<file path="src/rtl/gan_layer_sequencer.sv">
// Run controller for the generator's chain of MAC layers: launches each layer in
// turn, waits for its done, and reports completion, busy-cycle count and watchdog faults.
module gan_layer_sequencer #(
  parameter int NUM_LAYERS     = 3,
  parameter int TIMEOUT_CYCLES = 40000,
  parameter int CNT_W          = 20,
  parameter int IDX_W          = 2
) (
  input  logic                  clk,
  input  logic                  rst,
  input  logic                  start,
  input  logic                  abort,
  input  logic [NUM_LAYERS-1:0] layer_done,
  output logic [NUM_LAYERS-1:0] layer_start,
  output logic [IDX_W-1:0]      layer_idx,
  output logic                  busy,
  output logic                  done,
  output logic                  error,
  output logic [IDX_W-1:0]      fault_layer,
  output logic [CNT_W-1:0]      total_cycles
);

  localparam logic [1:0] S_IDLE   = 2'd0;
  localparam logic [1:0] S_LAUNCH = 2'd1;
  localparam logic [1:0] S_WAIT   = 2'd2;
  localparam logic [1:0] S_FINISH = 2'd3;

  localparam logic [CNT_W-1:0] CNT_MAX    = {CNT_W{1'b1}};
  localparam logic [CNT_W-1:0] TIMER_LAST = CNT_W'(TIMEOUT_CYCLES - 1);
  localparam logic [IDX_W-1:0] LAST_IDX   = IDX_W'(NUM_LAYERS - 1);

  logic [1:0]       state_r;
  logic [CNT_W-1:0] timer_r;
  logic [IDX_W-1:0] next_idx_s;
  logic             done_hit_s;

  assign next_idx_s = layer_idx + IDX_W'(1);
  assign done_hit_s = layer_done[layer_idx];

  // Sequencer state, registered outputs, watchdog timer and saturating busy counter
  always_ff @(posedge clk or posedge rst) begin
    if (rst) begin
      state_r      <= S_IDLE;
      timer_r      <= {CNT_W{1'b0}};
      layer_start  <= {NUM_LAYERS{1'b0}};
      layer_idx    <= {IDX_W{1'b0}};
      busy         <= 1'b0;
      done         <= 1'b0;
      error        <= 1'b0;
      fault_layer  <= {IDX_W{1'b0}};
      total_cycles <= {CNT_W{1'b0}};
    end else begin
      layer_start <= {NUM_LAYERS{1'b0}};
      done        <= 1'b0;
      if (busy && (total_cycles != CNT_MAX)) begin
        total_cycles <= total_cycles + CNT_W'(1);
      end
      case (state_r)
        S_IDLE: begin
          // abort outranks a simultaneous start
          if (start && !abort) begin
            state_r      <= S_LAUNCH;
            layer_idx    <= {IDX_W{1'b0}};
            busy         <= 1'b1;
            error        <= 1'b0;
            total_cycles <= {CNT_W{1'b0}};
            layer_start  <= NUM_LAYERS'(1'b1);
          end
        end
        S_LAUNCH: begin
          if (abort) begin
            state_r <= S_IDLE;
            busy    <= 1'b0;
          end else begin
            state_r <= S_WAIT;
            timer_r <= {CNT_W{1'b0}};
          end
        end
        S_WAIT: begin
          if (abort) begin
            state_r <= S_IDLE;
            busy    <= 1'b0;
          end else if (done_hit_s) begin
            if (layer_idx != LAST_IDX) begin
              state_r     <= S_LAUNCH;
              layer_idx   <= next_idx_s;
              layer_start <= NUM_LAYERS'(1'b1) << next_idx_s;
            end else begin
              state_r <= S_FINISH;
              done    <= 1'b1;
              busy    <= 1'b0;
            end
          end else if (timer_r == TIMER_LAST) begin
            state_r     <= S_IDLE;
            error       <= 1'b1;
            fault_layer <= layer_idx;
            busy        <= 1'b0;
          end else begin
            timer_r <= timer_r + CNT_W'(1);
          end
        end
        S_FINISH: begin
          state_r <= S_IDLE;
        end
        default: begin
          state_r <= S_IDLE;
          busy    <= 1'b0;
        end
      endcase
    end
  end

endmodule

</file>
<file path="config.mk">
export PLATFORM = sky130hd
export DESIGN_NAME = gan_layer_sequencer
export DESIGN_NICKNAME = d
export VERILOG_FILES = /design/src/rtl/gan_layer_sequencer.sv
export SDC_FILE = /design/constraint.sdc
export NUM_CORES = 1
export LEC_CHECK = 0
export BUFFER_PORTS_ARGS = -buffer_cell sky130_fd_sc_hd__clkbuf_2
export CORE_UTILIZATION = 50
export CTS_BUF_LIST = sky130_fd_sc_hd__clkbuf_8
export CTS_CLUSTER_DIAMETER = 40
export DETAILED_ROUTE_END_ITERATION = 16
export PLACE_DENSITY = 0.7
export SLEW_MARGIN = 20
export SYNTH_ARGS = -nofsm -noshare
export SYNTH_HDL_FRONTEND = slang
export SYNTH_SLANG_ARGS = --single-unit
</file>
<file path="constraint.sdc">
create_clock -name clk -period 2.2 [get_ports clk]
set_clock_uncertainty 0.2 [all_clocks]
set_input_delay 0.44 -clock clk [delete_from_list [all_inputs] [get_ports clk]]
set_output_delay 0.44 -clock clk [all_outputs]
set_load 0.01 [all_outputs]
</file>
* Yosys cells after proc, flatten, opt, wreduce, memory -nomap -nowiden
Index checks and enable logic that the tools add are counted.
** Storage, ports and cells
- Flip-flop bits (word level) :: 52
- Bits in latches :: 0
- Memory bits (writable) :: 0
- Memory bits (read-only) :: 0
- Bits of input ports :: 7
- Output and inout port bits :: 30
- Logic and storage cells :: 89
- Memories :: 0
** Operators by class
- Add/sub/neg operators :: 3
- Multipliers :: 0
- Div/mod/pow operators :: 0
- Magnitude comparators :: 1
- Equality and inequality tests :: 17
- Shift-type cells :: 1
- Muxes and demuxes :: 43
- Bitwise logic cells :: 2
- Reduce and logical (&&, ||, !) cells :: 13
** Operators by type and width (number)
- $mux W20 :: 7
- $add A20 B1 Y20 const B :: 2
- $pmux W20 S2 :: 1
- $eq A20 B16 Y1 const B :: 1
- $mux W2 :: 10
- $ne A2 B2 Y1 const B :: 10
- $ne A20 B20 Y1 const B :: 1
- $reduce_and A5 Y1 :: 4
- $mux W1 :: 16
- $mux W3 :: 3
- $ne A4 B4 Y1 const B :: 2
- $pmux W2 S4 :: 1
- $pmux W3 S2 :: 1
- $eq A2 B2 Y1 const B :: 2
- $pmux W2 S2 :: 1
- $reduce_and A4 Y1 :: 1
- $reduce_bool A2 Y1 :: 2
- $lt A2 B3 Y1 const B :: 1
- $pmux W1 S3 :: 1
- $reduce_bool A3 Y1 :: 1
- $shl A1 B2 Y3 const A :: 1
- $add A2 B1 Y2 const B :: 1
- $bmux W1 S2 :: 1
- $eq A2 B1 Y1 const B :: 1
- 6 further kinds :: 8

* Longest topological paths before layout
Gate-level depths: netlist of run 1.
- Word-level depth :: 6
- Depth in mapped cells :: 8
- Mapped depth without buffers :: 7

* Worst setup path before layout of run 1
No wires, ideal clock.
- Kind :: reg2reg
- Start :: register total_cycles[0]
- End :: register total_cycles[17]
- Setup time :: 0.078 ns
- Data arrival time :: 1.905 ns
- Data required time :: 1.922 ns
- Slack :: 0.017 ns
- Stages on the path, launching flop included :: 7
- Path buffers :: 0
- Clock period less this slack :: 2.183 ns
- Path through :: dfrtp_1 ha_1 and3_1 nand4_4 o2111ai_4 or4_2 a21oi_1
** On the way
- Word-level cells in the longest chain between the ends :: 5
- Elaborated cells on any way between the ends :: 6
- Those cells by class :: add/sub: 1; eq/ne: 1; mux: 3; reduce/logical: 1
** Ends and longest elaborated chain
- start: declaration :: line 20 : output logic [CNT_W-1:0] total_cycles
- start signal: assignment :: line 51 : total_cycles <= {CNT_W{1'b0}};
- start signal: assignment :: line 56 : total_cycles <= total_cycles + CNT_W'(1);
- start signal: assignment :: line 66 : total_cycles <= {CNT_W{1'b0}};
- parallel branches: the longest is 2 deep, another holds $add A20 B1 Y20
- $mux W20 (*) :: line 55 : if (busy && (total_cycles != CNT_MAX)) begin
- $mux W20 :: line 61 : if (start && !abort) begin
- $mux W20 (*) :: line 58 : case (state_r)
Every way passes the cells marked *.
A chain may end at the register's enable or synchronous reset.

* Worst setup path in the final report of run 1
- Start :: register timer_r[17]
- End :: register timer_r[13]
** On the way
- Word-level cells in the longest chain between the ends :: 3
** Ends and longest elaborated chain
- start: declaration :: line 33 : logic [CNT_W-1:0] timer_r;
- start signal: assignment :: line 44 : timer_r <= {CNT_W{1'b0}};
- start signal: assignment :: line 76 : timer_r <= {CNT_W{1'b0}};
- start signal: assignment :: line 99 : timer_r <= timer_r + CNT_W'(1);
- $eq A20 B16 Y1 :: line 93 : end else if (timer_r == TIMER_LAST) begin
- $ne A2 B2 Y1 (no source line)
- $reduce_and A5 Y1 (no source line)
Every way passes these cells.

==> results.toml, run 1 <==
[final_layout]
fillers = 470
drive_gt1_share_pct = 33.6
seqCellArea_um2 = 1300
postLayoutCoreUtil_pct = 67.9
multi_input_area_um2 = 1670
num_antenna_cells = 0
nets = 420
area_growth_pct = 27.3

[clock_network]
insertion_delay_ps = 310
cts.path.max_buffers = 2
cts_sinks = 52
cts_max_level = 2
cts.reportedPaths.clkPinSlew_ps = 90
clock-root-buffer = "clkbuf_8"
cts_buffers = 5
cts_tree = "yes"

[setup_path]
rr_endpoint = "timer_r[13]"
arrival_ps = 2120
critPathKind = "reg -> reg"
crit_path_max_fanout = 31
reg2reg_from = "timer_r[17]"
required_ps = 2180
endpoint_kind = "flip-flop"
reg2reg_depth = 7
critPathMaxStageDelay_ps = 410
cp_cell_sequence = "buf_4 -> nor4b_4 -> and4_1 -> a211oi_2 -> buf_12 -> and3_1 -> a221o_1"
start_kind = "flip-flop"
r2r_slack_ps = 60
critical-path-slowest-cell = "dfrtp_1"

[synthesis]
ys_top_cells_by_area = "dfrtp_1, ha_1, nand2_1, a21oi_1, nand3_1"
ys.flop_type = "dfrtp_1"
postSynthCellCount = 316
synth.avg_cell_area_um2 = 9.57
synth-edff-count = 0
ys.warnings.count = 0
syn_area_um2 = 3030
yosysTopAreaCellShare_pct = 43.0
synth_common_cells = "dfrtp_1, nand2_1, nor2_1, a21oi_1, nand3_1"
async_flop_share_pct = 100
synth-seq-cells = 52
yosysTopAreaCell = "dfrtp_1"
yosysUniqueCellTypes = 60
synth_nets = 332
yosysMostFrequentCell = "dfrtp_1"
synth-seq-area-share_pct = 43.0

[die]
rows = 27
die_h_um = 79.8
core_area_um2 = 5680
io_pins = 37
dieArea_um2 = 6370
die_w_um = 79.8
start_util_pct = 53.3

[run_status]
status = "complete, no violations"

[min_path]
min_to = "fault_layer[1]"
hp-start = "fault_layer[1]"
hold_class = "reg -> reg"
hold-path-cell-count = 1

[power_and_ir_drop]
finalPower_mw = 2.83
irDropWorstVdd_v = 0.000475
power.density_nw_per_um2 = 734
leakagePower_nw = 1.78

[timing]
timing.fmax_mhz = 467
final-setup-viol-count = 0
min_period_ps = 2140
post-route-period-util_pct = 97.3
slew_violations = 0
rsz0062_at_grt = "true"
hold_viol = 0
relSlewSlack_pct = 65.8
tightest_slew_ps = 510

[placement]
io_buffers = 36
routabilityCongestion = 0.824
hpwl_um = 5420

[route]
vias_per_cell = 5.87
ant_nets = 0
drt_wl_total_um = 7210
drt_iter0_drc = 111
firstDrtPassIters = 4
drc = 0
via_count = 2799
wire_per_inst_um = 15.1

[run]
drv_cap = 0

[grt]
grt_pass1_vias = 2657
grt_start_max_net_pins = 32
antenna_found_initial = 0
grt-ovfl-total = 0
grt_pass1_wl_um = 12200
grt_usage_pct = 24.6
## power by group
part / switching [mW] / leakage [nW] / internal (mW)
Clock: 0.314 / 0.0541 / 0.337
Combinational: 0.561 / 1.01 / 0.476
Sequential: 0.0936 / 0.714 / 1.04
Total: 0.969 / 1.78 / 1.86
## worst max path at each step
stage,from,end,slack [ps],cells past startpoint
finish,timer_r[17],timer_r[13],60,7
detailed placement,total_cycles[0],total_cycles[17],20,6
global route,timer_r[0],fault_layer[0],-20,6
global placement,total_cycles[0],total_cycles[17],80,6
floorplan,total_cycles[0],total_cycles[17],20,6
CTS,total_cycles[0],total_cycles[13],9,7
## state kept, by name (all words and copies together), names as in the netlist
register      cells
total_cycles     20
layer_idx         2
fault_layer       2
timer_r          20
layer_start       3
error             1
done              1
state_r           2
busy              1
## kinds of logic after synthesis
family | Yosys count | synth area share (%)
AOI/OAI and AO/OA | 74 | 17.8
xor gates and xnor gates | 8 | 2.32
adders and majority gates | 9 | 3.72
buffers and inverters | 26 | 3.72
DFF | 52 | 43.0
muxes | 10 | 3.52
and+or+nand+nor | 137 | 25.9
## critical path, delay by kind of cell (launching register included)
family | cells | cell delay [ps]
and+or+nand+nor | 3 | 690
DFF | 1 | 410
AOI/OAI and AO/OA | 2 | 370
buffers and inverters | 2 | 350
## routing by layer
layer  global-route usage (%)  vias up  part of all wire (%)
li1                         -     1354                     -
met1                     31.7     1367                    45
met2                     42.6       68                    50
met3                     3.54       10                   3.7
met4                     7.32        0                   1.4
met5                        0        -                     0
## cells in the final DEF (no fill, tap or decap), types with 8 or more instances in the layout
cell,n
a21oi_1,15
a31oi_1,9
buf_4,50
clkbuf_2,36
dfrtp_1,52
ha_1,8
inv_1,15
nand2_1,26
nand3_1,17
nand4_1,8
nor2_1,22
o21ai_0,13
## metrics by stage
stage               setup WS [ps]  instance area [um2]  setup TNS [ps]  hold WS [ps]  cells
global route                -18.0                 3850           -59.8           340    477
floorplan                    17.3                 3030               0           281    316
finish                       60.0                 3850               0           317    477
CTS                          9.02                 3750               0           317    472
global placement             80.6                 3620               0           253    463
detailed placement           22.9                 3620               0           255    463
## timing repair
item	CTS	global route
hold buffers	1	0
endpoints found under the setup margin	1	19
resized for setup	2	14
setup buffers	0	5
endpoints found under the hold margin	19	0
pin swaps	0	5
## cell type report
class	count	area share, %
Clock buffer	5	1.79
Timing Repair Buffer	91	16.1
Multi-Input combinational cell	238	43.3
Inverter	16	1.56
Sequential cell	52	33.8
Tap cell	72	2.34
Clock inverter	3	1.10
No activity file was read; power rests on OpenSTA's default activity.
==> inputs of run 2 (changes only) <==
clock period = 1.8 ns   (was 2.2 ns; I/O delays follow)
==> run 2 against run 1 <==
The run now ends with negative setup slack left. First-iteration DRC count is 110% higher. Wire length is 45% higher. Cell count is 13% higher. Critical path depth stayed put. Global-route usage is 6.8 points higher. Fmax is 0.80% lower. Core utilization is 19 points higher. Total power is 49% higher. Sequential power is 23% higher. Register-to-register slack worse by 420 ps. Critical path type unchanged. Critical endpoint is now timer_r[11]. Highest routed layer unchanged.
==> results.toml, run 2 (synthesis results as in run 1) <==
[route]
vias_per_cell = 6.19
firstDrtPassIters = 5
wire_per_inst_um = 19.4
drt_wl_total_um = 10500
drc = 0
via_count = 3332
ant_nets = 0
drt_iter0_drc = 231

[timing]
holdWs_ps = 325
rsz0062_at_grt = "true"
relSlewSlack_pct = 76.6
timing.fmax_mhz = 464
slew_violations = 0
min_period_ps = 2160
worst_slack_ps = -357
tightest_slew_ps = 350
hold_viol = 0
finalSetupTns_ps = -11940
post-route-period-util_pct = 120
final-setup-viol-count = 48

[die]
core_area_um2 = 5680
rows = 27
start_util_pct = 53.3
die_w_um = 79.8
dieArea_um2 = 6370
io_pins = 37
die_h_um = 79.8

[final_layout]
drive_gt1_share_pct = 56.7
fillers = 263
num_antenna_cells = 0
seqCellArea_um2 = 1310
largest_registers = "timer_r x20, total_cycles x20, layer_start x3"
layout_commonest_cell = "buf_4"
final_cell_mix = "buf_4, dfrtp_1, clkbuf_2"
nets = 481
design_area_um2 = 4930
multi_input_area_um2 = 2170
area_growth_pct = 63.1

[grt]
grt_pass1_vias = 3217
grt-ovfl-total = 0
grt_start_max_net_pins = 53
grt_pass1_wl_um = 15200
grt_usage_pct = 31.4
antenna_found_initial = 0

[clock_network]
cts_buffers = 5
cts.path.max_buffers = 2
cts_sinks = 52
cts_max_level = 2
insertion_delay_ps = 320
cts_tree = "yes"
cts.reportedPaths.clkPinSlew_ps = 100
clock-root-buffer = "clkbuf_8"

[power_and_ir_drop]
leakagePower_nw = 2.24
power.density_nw_per_um2 = 851
irDropWorstVdd_v = 0.00119

[setup_path]
start_kind = "flip-flop"
required_ps = 1800
crit_path_max_fanout = 23
critPathKind = "reg -> reg"
endpoint_kind = "flip-flop"
arrival_ps = 2160

[min_path]
hold_class = "in -> reg"

[placement]
dpl_cell_area_um2 = 4130
io_buffers = 36
hpwl_um = 5720
routabilityCongestion = 0.913

[run_status]
status = "finished, violations left"
violations = "negative setup slack"

[run]
drv_cap = 0
## run 2: metal layers
layer / part of all wire [%] / GRT usage [%]
met1: 40 / 37.9
met2: 51 / 54.2
met4: 3.6 / 14.6
met3: 5.0 / 5.49
met5: 0 / 0
## run 2: final timing paths
path | end | startpoint | cells after the start | slack (ps)
min in group asynchronous | total_cycles[11] | rst | 4 | 470
max in group asynchronous | total_cycles[16] | rst | 4 | 670
max | timer_r[11] | timer_r[9] | 7 | -360
max reg2reg | timer_r[11] | timer_r[9] | 7 | -360
min | layer_start[0] | start | 4 | 320
min reg2reg | fault_layer[0] | fault_layer[0] | 1 | 330
## run 2: cell type report
| cell class | instances | share of cell area [%] |
|---|---|---|
| multi-input combinational | 239 | 43.9 |
| clock buffer | 5 | 1.39 |
| sequential | 52 | 26.6 |
| inverter | 16 | 1.29 |
| clock inverter | 3 | 0.862 |
| timing repair buffer | 151 | 24.1 |
| tap | 72 | 1.83 |
## run 2: stage by stage
stage	power, mW	setup slack, ps	std cells	util (%)
after CTS	3.81	-295	533	82.1
after global routing	4.37	-417	538	86.9
after detailed placement	2.86	-345	510	72.8
after floorplan	2.14	-182	316	-
after global placement	2.83	-236	510	72.8
final	4.20	-357	538	86.9
## run 2: where the power goes
part	leakage (nW)	switching (mW)	internal, mW
registers	0.702	0.116	1.28
clock network	0.0541	0.437	0.413
logic	1.49	1.01	0.947
total	2.24	1.56	2.64
## run 2: timing repair
item	in CTS	in global routing
hold buffers	1	0
setup buffers	13	6
cloned	1	1
setup endpoints to repair	45	53
resized for setup	59	50
pin swaps	18	34
endpoints found under the hold margin	52	0
## run 2: critical path: stages, from the launching register on
cell and delay (ps):
dfrtp_1 410, buf_4 160, nor4b_2 290, and4_4 300, a211oi_4 80, buf_12 170
and3_1 180, a221o_1 260
==> inputs of run 3 (changes only) <==
PLACE_DENSITY = 0.73   (was 0.7)
==> run 3 against run 2 <==
The run still ends with negative setup slack left. Global-route usage grew 2.3 points. Sequential power is essentially flat. Design area grew 0.81%. Clock power shrank 14%. Cell count grew 1.7%. Sequential share of layout area shrank 0.21 points. Critical endpoint is now timer_r[8]. Largest power group unchanged.
==> results.toml, run 3 (synthesis results as in run 1) <==
[grt]
antenna_found_initial = 0
grt_start_max_net_pins = 37
grt_pass1_wl_um = 16200
grt-ovfl-total = 0
grt_usage_pct = 33.7
grt_pass1_vias = 3339

[placement]
dp.cells = 514
place_ws_ps = -325
routabilityCongestion = 0.900
io_buffers = 36
hpwl_um = 6010
dpl_cell_area_um2 = 4150

[timing]
min_period_ps = 2420
post-route-period-util_pct = 134
rsz0062_at_grt = "true"
finalSetupTns_ps = -17810
holdWs_ps = 319
final-setup-viol-count = 47
slew_violations = 0
relSlewSlack_pct = 52.2
tightest_slew_ps = 709
timing.fmax_mhz = 413
hold_viol = 0
worst_slack_ps = -620

[route]
dr_wl_met2_um = 6390
wire_per_inst_um = 23.3
firstDrtPassIters = 5
ant_nets = 0
drt_wl_total_um = 12800
vias_per_cell = 6.59
drc = 0
wl_met1_um = 4520
via_count = 3602
met3_length_um = 1020
highest_layer = "met4"
drt_iter0_drc = 256

[clock_network]
cts_sinks = 52
cts_tree = "yes"
cts_buffers = 5
insertion_delay_ps = 330
clock-root-buffer = "clkbuf_8"
cts.reportedPaths.clkPinSlew_ps = 90
cts.path.max_buffers = 2
cts_max_level = 2

[setup_path]
endpoint_kind = "flip-flop"
path_buf_inv = 2
cp_cell_sequence = "nor4_2 -> nand4_1 -> buf_4 -> o311ai_4 -> nand2_2 -> buf_6 -> a31oi_4"
critPathMaxStageDelay_ps = 450
crit_path_max_fanout = 5
crit_family = "simple AND/OR/NAND/NOR gates"
required_ps = 1850
start_kind = "flip-flop"
arrival_ps = 2470
critical-path-slowest-cell = "dfrtp_1"
critPathKind = "reg -> reg"
critPathLaunch = "timer_r[7]"
reg2reg_from = "timer_r[7]"

[power_and_ir_drop]
pwr-share-comb_pct = 51.3
power_frac_clock_pct = 16.7
power.density_nw_per_um2 = 875
irDropWorstVdd_v = 0.000986
p_sw_mw = 1.73
internal_power_mw = 2.62
leakagePower_nw = 2.26
sw_frac_of_total_pct = 39.8
p_seq_share_pct = 32.0
finalPower_mw = 4.35

[die]
io_pins = 37
start_util_pct = 53.3
die_h_um = 79.8
core_area_um2 = 5680
rows = 27
dieArea_um2 = 6370
die_w_um = 79.8

[final_layout]
area_growth_pct = 64.4
final_cell_count_no_fill = 547
design_area_um2 = 4970
postLayoutCoreUtil_pct = 87.7
final_cell_mix = "buf_4, dfrtp_1, clkbuf_2"
nets = 490
layout_commonest_cell = "buf_4"
drive_gt1_share_pct = 57.5
num_antenna_cells = 0
largest_registers = "timer_r x20, total_cycles x20, layer_start x3"
fillers = 256

[run_status]
violations = "negative setup slack"
status = "finished, violations left"

[min_path]
hold_class = "reg -> reg"
hp-start = "fault_layer[0]"

[run]
drv_cap = 0
==> run 3: cell count changes in the layout (fill, tap and decap cells not counted), sizes merged <==
cell	previous run	this run
clkinv	1	0
clkbuf	41	42
clkinvlp	2	1
bufinv	1	0
buf	114	123
inv	15	17
==> run 3: final timing paths <==
kind | to | slack [ps] | depth (start not counted)
max in group asynchronous | timer_r[6] | 500 | 4
worst min register to register | fault_layer[0] | 320 | 1
worst min-delay path | fault_layer[0] | 320 | 1
min in group asynchronous | fault_layer[1] | 370 | 3
worst max register to register | timer_r[8] | -620 | 7
worst max-delay path | timer_r[8] | -620 | 7
==> run 3: what timing repair did <==
action                                  CTS  global route
buffers inserted                         13            11
gates resized for setup                  66            45
pin swaps                                28            21
endpoints found under the setup margin   49            52
cloned                                    2             0
hold buffers                              1             0
hold endpoints to repair                 16             0
==> run 3: layer usage <==
layer / GRT usage, % / vias up
met3: 7.20 / 88
li1: - / 1502
met1: 38.5 / 1765
met4: 16.1 / 0
met5: 0 / -
met2: 59.7 / 247
==> run 3: final cells by class <==
cell class	instances	area (um2)	share of cell area [%]
repair buffers	160	1240	24.9
clock inverters	2	7.51	0.151
well taps	72	90.1	1.81
clock buffers	6	82.6	1.66
multi-input cells	239	2180	43.8
inverters	16	63.8	1.28
flip-flops and latches	52	1310	26.4
==> run 3: power groups by stage <==
stage               sequential (mW)  combinational (mW)  clock [mW]
floorplan                      1.45               0.682           0
global placement               1.38                1.40           0
detailed placement             1.39                1.45           0
CTS                            1.37                1.82       0.695
global route                   1.40                2.31       0.754
finish                         1.39                2.23       0.728
